==> src/rtl/count_enable_gen_pkg.sv <==
`default_nettype none
// +----------------------------------------------------------------------+
// | Module      : count_enable_gen_pkg                                   |
// | Description : Shared state encoding and default widths for the      |
// |               count-enable generator.                                |
// | Revision    : 1.0 - initial release                                  |
// +----------------------------------------------------------------------+
package count_enable_gen_pkg;

   // Default prescaler divisor width and burst-length width
   localparam int c_DIV_W_DEFAULT   = 8;
   localparam int c_BURST_W_DEFAULT = 8;

   // Controller states
   typedef enum logic [1:0] {
      IDLE = 2'd0,
      RUN  = 2'd1,
      STEP = 2'd2
   } state_t;

endpackage
`default_nettype wire

==> src/rtl/count_enable_gen_rise_detect.sv <==
`default_nettype none
// +----------------------------------------------------------------------+
// | Module      : rise_detect                                            |
// | Description : Rising-edge detector for a level input. The history   |
// |               register records "input was low at the last edge",    |
// |               so it clears on reset and a level held high across    |
// |               reset release never reads as a new edge.              |
// | Revision    : 1.0 - initial release                                  |
// +----------------------------------------------------------------------+
module rise_detect (
   input  logic clk,
   input  logic reset,
   input  logic sig,
   output logic rise
);

   logic r_was_low;

   // Track whether the input was sampled low at the previous non-reset edge
   always_ff @(posedge clk) begin
      if (reset) begin
         r_was_low <= 1'b0;
      end else begin
         r_was_low <= ~sig;
      end
   end

   assign rise = sig & r_was_low;

endmodule
`default_nettype wire

==> src/rtl/count_enable_gen.sv <==
`default_nettype none
// +----------------------------------------------------------------------+
// | Module      : count_enable_gen                                       |
// | Description : Generates a one-cycle enable pulse every div+1 clocks |
// |               for a downstream counter. Supports continuous run,    |
// |               fixed-length bursts with a done pulse, and single     |
// |               steps. Controls are edge-triggered (start/stop/step). |
// | Revision    : 1.0 - initial release                                  |
// +----------------------------------------------------------------------+
module count_enable_gen
   import count_enable_gen_pkg::*;
#(
   parameter int DIV_W   = c_DIV_W_DEFAULT,
   parameter int BURST_W = c_BURST_W_DEFAULT
) (
   input  logic               clk,
   input  logic               reset,
   input  logic               start,
   input  logic               stop,
   input  logic               step,
   input  logic [DIV_W-1:0]   div,
   input  logic               burst,
   input  logic [BURST_W-1:0] burst_len,
   output logic               enable,
   output logic               running,
   output logic               done
);

   // One extra bit so a burst length of 0 (meaning 2^BURST_W) fits
   localparam int c_CNT_W = BURST_W + 1;

   state_t             r_state;
   state_t             w_state_nxt;
   logic [DIV_W-1:0]   r_pre;
   logic [DIV_W-1:0]   w_pre_nxt;
   logic [DIV_W-1:0]   r_div_q;
   logic [DIV_W-1:0]   w_div_q_nxt;
   logic [BURST_W-1:0] r_len_q;
   logic [BURST_W-1:0] w_len_q_nxt;
   logic [c_CNT_W-1:0] r_cnt;
   logic [c_CNT_W-1:0] w_cnt_nxt;
   logic [c_CNT_W-1:0] w_cnt_inc;
   logic [c_CNT_W-1:0] w_len_ext;
   logic               r_enable;
   logic               w_enable_nxt;
   logic               r_done;
   logic               w_done_nxt;
   logic               w_ev_start;
   logic               w_ev_stop;
   logic               w_ev_step;

   rise_detect u_start_rise (
      .clk   (clk),
      .reset (reset),
      .sig   (start),
      .rise  (w_ev_start)
   );

   rise_detect u_stop_rise (
      .clk   (clk),
      .reset (reset),
      .sig   (stop),
      .rise  (w_ev_stop)
   );

   rise_detect u_step_rise (
      .clk   (clk),
      .reset (reset),
      .sig   (step),
      .rise  (w_ev_step)
   );

   // Pulse count after the pulse being issued now, and the burst target
   // with 0 expanded to 2^BURST_W
   assign w_cnt_inc = r_cnt + c_CNT_W'(1);
   assign w_len_ext = (r_len_q == '0) ? {1'b1, {BURST_W{1'b0}}}
                                      : {1'b0, r_len_q};

   // State and datapath registers; reset clears everything, which also
   // drops any pulse that was about to be issued
   always_ff @(posedge clk) begin
      if (reset) begin
         r_state  <= IDLE;
         r_pre    <= '0;
         r_cnt    <= '0;
         r_div_q  <= '0;
         r_len_q  <= '0;
         r_enable <= 1'b0;
         r_done   <= 1'b0;
      end else begin
         r_state  <= w_state_nxt;
         r_pre    <= w_pre_nxt;
         r_cnt    <= w_cnt_nxt;
         r_div_q  <= w_div_q_nxt;
         r_len_q  <= w_len_q_nxt;
         r_enable <= w_enable_nxt;
         r_done   <= w_done_nxt;
      end
   end

   // Next-state and datapath decisions; stop beats start beats step
   always_comb begin
      w_state_nxt  = r_state;
      w_pre_nxt    = r_pre;
      w_cnt_nxt    = r_cnt;
      w_div_q_nxt  = r_div_q;
      w_len_q_nxt  = r_len_q;
      w_enable_nxt = 1'b0;
      w_done_nxt   = 1'b0;
      case (r_state)
         IDLE: begin
            if (!w_ev_stop) begin
               if (w_ev_start) begin
                  w_state_nxt = RUN;
                  w_div_q_nxt = div;
                  w_len_q_nxt = burst_len;
                  w_pre_nxt   = '0;
                  w_cnt_nxt   = '0;
               end else if (w_ev_step) begin
                  // Enable is high for the single cycle spent in STEP
                  w_state_nxt  = STEP;
                  w_enable_nxt = 1'b1;
               end
            end
         end
         RUN: begin
            if (w_ev_stop) begin
               w_state_nxt = IDLE;
            end else if (r_pre == r_div_q) begin
               w_pre_nxt    = '0;
               w_enable_nxt = 1'b1;
               w_cnt_nxt    = w_cnt_inc;
               // The final burst pulse and done go out together
               if (burst && (w_cnt_inc == w_len_ext)) begin
                  w_state_nxt = IDLE;
                  w_done_nxt  = 1'b1;
               end
            end else begin
               w_pre_nxt = r_pre + DIV_W'(1);
            end
         end
         STEP: begin
            w_state_nxt = IDLE;
         end
         default: begin
            w_state_nxt = IDLE;
         end
      endcase
   end

   // Status output decoded from the state register
   always_comb begin
      running = (r_state == RUN);
   end

   assign enable = r_enable;
   assign done   = r_done;

endmodule
`default_nettype wire

==> config.mk <==
export PLATFORM = sky130hd
export DESIGN_NAME = count_enable_gen
export DESIGN_NICKNAME = d
export VERILOG_FILES = /design/src/rtl/count_enable_gen_pkg.sv /design/src/rtl/count_enable_gen_rise_detect.sv /design/src/rtl/count_enable_gen.sv
export SDC_FILE = /design/constraint.sdc
export NUM_CORES = 1
export LEC_CHECK = 0
export ABC_AREA = 1
export CAP_MARGIN = 10
export CORE_MARGIN = 2
export CORE_UTILIZATION = 35
export DETAILED_ROUTE_END_ITERATION = 6
export HOLD_SLACK_MARGIN = 0.02
export PLACE_DENSITY_LB_ADDON = 0.1
export SETUP_SLACK_MARGIN = 0.5
export SLEW_MARGIN = 25
export SYNTH_ARGS = -nofsm -noshare
export SYNTH_HDL_FRONTEND = slang
export SYNTH_SLANG_ARGS = --single-unit
==> constraint.sdc <==
create_clock -name clk -period 4.65 [get_ports clk]
set_input_delay 1.1625 -clock clk [delete_from_list [all_inputs] [get_ports clk]]
set_output_delay 1.1625 -clock clk [all_outputs]
set_load 0.1 [all_outputs]
Yosys cells after proc, flatten, opt, wreduce, memory -nomap -nowiden. Cells that the tools add are included.

Add/sub/neg operators: 2. Eq/ne operators: 10. Muxes and demuxes: 25. Bitwise gates (word level): 9. Reduce and logical (&&, ||, !) cells: 9.

Operators by type and width (number): two-way mux 9 bit (5); two-way mux 8 bit (4); one-hot mux 9 bit (2 select lines) (1); one-hot mux 8 bit (2 select lines) (1); two-way mux 2 bit (6); adder 9 x 1 -> 9 bit (second input constant) (1); equality test 9 bit (1); inequality test 3 x 1 -> 1 bit (second input constant) (3); adder 8 x 1 -> 8 bit (second input constant) (1); equality test 8 bit (1); logical NOT 8 bit (1); AND reduction 4 bit (2); two-way mux 1 bit (6); NOT 1 bit (6); AND reduction 5 bit (1); inequality test 2 x 1 -> 1 bit (second input constant) (2); inequality test 2 bit (second input constant) (2); one-hot mux 2 bit (2 select lines) (1); OR reduction 4 bit (1); AND 1 bit (3); AND reduction 3 bit (1); equality test 2 x 1 -> 1 bit (second input constant) (1); logical NOT 2 bit (1); one-hot mux 1 bit (2 select lines) (1); other kinds (2) (2).

Input port bits: 22. Register bits: 40. Output and inout port bits: 3.

Logic depth before layout (Yosys ltp).
Depth in word-level cells: 8. Mapped depth: 11.

By module. A second synthesis with hierarchy kept.

Cells, all modules: 291. Area total of the unflattened synthesis: 2072.0 µm².

Modules (own cells, without submodules): count_enable_gen (area each 1978.1 µm², seq. area each 740.7 µm², cells an instance 279, times used 1); rise_detect (area each 31.3 µm², seq. area each 20.0 µm², cells an instance 4, times used 3).

Least setup slack after synthesis. OpenSTA, ideal clock, no wires.

Path type: register to output. Start: register r_state[1]. End: output running. Arrival: 1119 ps. Path buffers: 0. Slack: 2369 ps. Cell stages (with the launch flop): 4. Cells stage by stage: dfxtp_1 inv_1 nand2_1 inv_1.

Longest elaborated chain between the ends: 1.

RTL lines: from (decl) (RTL line count_enable_gen.sv:32) `state_t r_state;`; from (signal assigned) (RTL line count_enable_gen.sv:91) `r_state <= w_state_nxt;`; equality test 2 x 1 -> 1 bit (RTL line count_enable_gen.sv:153) `running = (r_state == RUN);`; to (decl) (RTL line count_enable_gen.sv:25) `output logic running,`.

Every way passes these cells.

Worst setup path after layout.
Start: register r_state[0]. End: output running.

Same word-level chain as after synthesis.

==> summary.md <==
| Metric | Value |
|---|---|
| Run status | `complete, no violations` |
| Setup CP Type | `reg -> out` |
| Final wirelength | `4420 um` |
| Area Growth Syn to Fin | `20.1%` |
| Arrival @ worst endpoint | `2110 ps` |
| I/O pin cnt | `25` |
| DR pass1 iterations | `4` |
| Slew @ Worst Pin | `963 ps` |
| DRC violations left | `0` |
| Share of cells above drive strength 1 | `7.59%` |
| Die area | `6200 um2` |
| Via-to-Cell Ratio | `4.78` |
| Worst path max stage delay | `1150 ps` |
| FF-to-FF path depth | `11` |
| LEAKAGE | `0.883 nW` |
| Setup Buffers After CTS | `0` |
| First-pass GRT wire length | `7750 um` |
| CTS Buf Count | `5` |
| Cell area after layout | `2350 um2` |
| Initial antenna violation count | `0` |
| Vias | `1791` |
| Setup TNS | `0 ps` |
| CP cell instances | `nand2_1 -> inv_1 -> clkdlybuf4s50_1` |
| Avg Inst Size Synth | `7.06 um2` |
| Core Area | `5440 um2` |
| RSZ-0062 raised after global routing | `false` |
| Hold-fix buffers, CTS | `0` |
| CTS tree | `built` |
| Reg clk slew, reported paths | `70 ps` |
| R2r endpoint | `r_state[0]$_SDFFE_PP0P_` |
| Clock tree sinks | `40` |
| Total congestion overflow | `0` |
| Final Hold Viols | `0` |
| Tightest Hold Check Type | `reg -> reg` |
| R2R setup slack | `2800 ps` |
| Ant. Diodes | `0` |
| Seq/Total Area, Yosys | `40.9%` |
| Crit-path slowest cell | `clkdlybuf4s50_1` |
| CTS resizes | `0` |
| Crit end category | `output pin` |
| Hold path cells | `2` |
| Synth Instances | `277` |
| Routed WL per cell | `11.8 um` |
| Cell Count, Final, Fillers Out | `375` |
| Initial core utilization | `36.0%` |
| Mapped cell area | `1960 um2` |
| Worst hold endpoint | `r_div_q[4]$_SDFFE_PP0P_` |
| Clock skew | `5.18 ps` |
| Clock Tree Buf Depth | `2` |
| Minimum clock period after layout | `3270 ps` |
| CP Launch Type | `flop` |
| Max cap viols | `0` |
| Largest net degree at the start of global routing | `35` |
| Yosys reg bits | `40` |
| Max H-tree Level | `2` |
| Routed Antenna Nets | `0` |
| Worst vdd ir | `0.129 mV` |
| Slew headroom | `35.6%` |
| Root Driver | `clkbuf_8` |
| Syn nets | `301` |
| Die span in y | `78.8 um` |
| Placed insts | `368` |
| # rows | `27` |
| GPL Wtd Cong | `0.809` |
| HPWL Detailed | `3310 um` |
| Port Buffer Count | `24` |
| Synth warn | `0` |
| Highest clock rate | `306 MHz` |
| Min-delay src | `r_div_q[4]$_SDFFE_PP0P_` |
| Iteration-0 DRC Markers | `45` |
| Die width | `78.8 um` |
| FF-to-FF Start | `r_cnt[0]$_SDFFE_PP0P_` |
| Max FO, Critical Path | `4` |
| Final setup fails | `0` |
| Vias in the first global route | `1685` |
| Final net count | `327` |
| Fin. max-slew vios | `0` |
| Pwr/cell area | `289 nW/um2` |
| Total track usage | `16.0%` |
| Period utilization | `70.3%` |
| Critical Path RT | `3490 ps` |
| Clk_lat worst skew | `290 ps` |
| Cell Area, Placed | `2270 um2` |
| Yosys cell types | `29` |
-- layout by cell type, fill, tap and decap left out --
master,instances
a211oi_1,1
a21oi_1,26
a31o_2,1
and2_0,1
and2_4,1
and3_1,1
buf_4,1
clkbuf_1,1
clkbuf_8,5
clkdlybuf4s50_1,24
clkinv_2,2
dfxtp_1,40
ha_1,2
inv_1,34
inv_2,2
nand2_1,54
nand2_2,1
nand2_4,2
nand3_1,22
nand4_1,7
nand4_2,2
nor2_1,25
nor2_2,3
nor2_4,1
nor3_1,3
nor3_2,1
nor3b_1,1
o21ai_0,23
o21ai_1,6
o21ai_2,1
xnor2_1,8
xor2_1,1
-- stage by stage --
| step | hold WS [ps] | power, mW | utilization, % | setup slack, ps |
|---|---|---|---|---|
| 2_1_floorplan | 436 | 0.434 | - | 2370 |
| 3_3_place_gp | 448 | 0.470 | 41.8 | 1690 |
| 3_5_place_dp | 453 | 0.470 | 41.8 | 1700 |
| 4_1_cts | 465 | 0.690 | 43.2 | 1370 |
| 5_1_grt | 481 | 0.718 | 43.2 | 1300 |
| 6_report | 459 | 0.679 | 43.2 | 1380 |
-- per-layer routing --
| metal | global-route usage (%) | vias to the layer above | wire, um |
|---|---|---|---|
| li1 | - | 961 | - |
| met1 | 21.3 | 801 | 2080 |
| met2 | 25.5 | 24 | 2110 |
| met3 | 3.86 | 5 | 182 |
| met4 | 5.26 | 0 | 53 |
| met5 | 0 | - | 0 |
-- synthesized netlist by cell type (all sizes together) --
| cell | count | area [um2] |
|---|---|---|
| clkinv | 1 | 5.00 |
| and2 | 2 | 15.0 |
| a31o | 1 | 8.76 |
| a211oi | 1 | 7.51 |
| nand2 | 57 | 231 |
| nor3b | 1 | 7.51 |
| inv | 36 | 135 |
| clkbuf | 6 | 22.5 |
| nor3 | 4 | 25.0 |
| and3 | 1 | 6.26 |
| ha | 2 | 25.0 |
| o21ai | 30 | 154 |
| a21oi | 26 | 130 |
| nand4 | 9 | 68.8 |
| nand3 | 22 | 110 |
| xor2 | 1 | 8.76 |
| nor2 | 29 | 124 |
| xnor2 | 8 | 70.1 |
| dfxtp | 40 | 801 |
-- worst max-delay path: cells and delay by family (launching register included) --
kind | cells | cell delay, ps
buffers and inverters | 2 | 1300
flip-flops | 1 | 370
AND/OR/NAND/NOR | 1 | 140
-- report_power, final --
| part | switching [mW] | internal [mW] | total, mW |
|---|---|---|---|
| clock network | 0.117 | 0.102 | 0.219 |
| logic | 0.0545 | 0.0426 | 0.0971 |
| registers | 0.00860 | 0.354 | 0.363 |
-- flip-flops by register name, summed over array words and instances, names as in the netlist --
register	cells
done	1
r_div_q	8
r_len_q	8
u_stop_rise.r_was_low	1
u_start_rise.r_was_low	1
r_state	2
u_step_rise.r_was_low	1
r_cnt	9
enable	1
r_pre	8
-- area by class of cell --
class                      count  area (um2)
clock buffer                   6        72.6
clock inverter                 1        5.00
fill                         591        3090
inverter                      37         140
multi-input combinational    194         992
sequential                    40         801
tap                           72        90.1
timing repair buffer          25         248
-- worst max-delay path by stage --
stage,slack [ps],startpoint,to
finish,1380,r_state[0]$_SDFFE_PP0P_,running
global route,1300,r_state[0]$_SDFFE_PP0P_,running
CTS,1370,r_state[1]$_SDFFE_PP0P_,running
detailed placement,1700,r_state[1]$_SDFFE_PP0P_,running
global placement,1690,r_state[1]$_SDFFE_PP0P_,running
floorplan,2370,r_state[1]$_SDFFE_PP0P_,running
-- logic make-up (layout without fill, tap and decap cells) --
| logic type | count (synthesis) | after routing | synth area share [%] |
|---|---|---|---|
| compound gates | 58 | 58 | 15.4 |
| buf+inv | 43 | 69 | 8.32 |
| fa+ha+maj | 2 | 2 | 1.28 |
| flops | 40 | 40 | 40.9 |
| simple gates | 125 | 125 | 30.1 |
| xor+xnor | 9 | 9 | 4.03 |
Note: power is estimated with default switching activity, not from simulation.
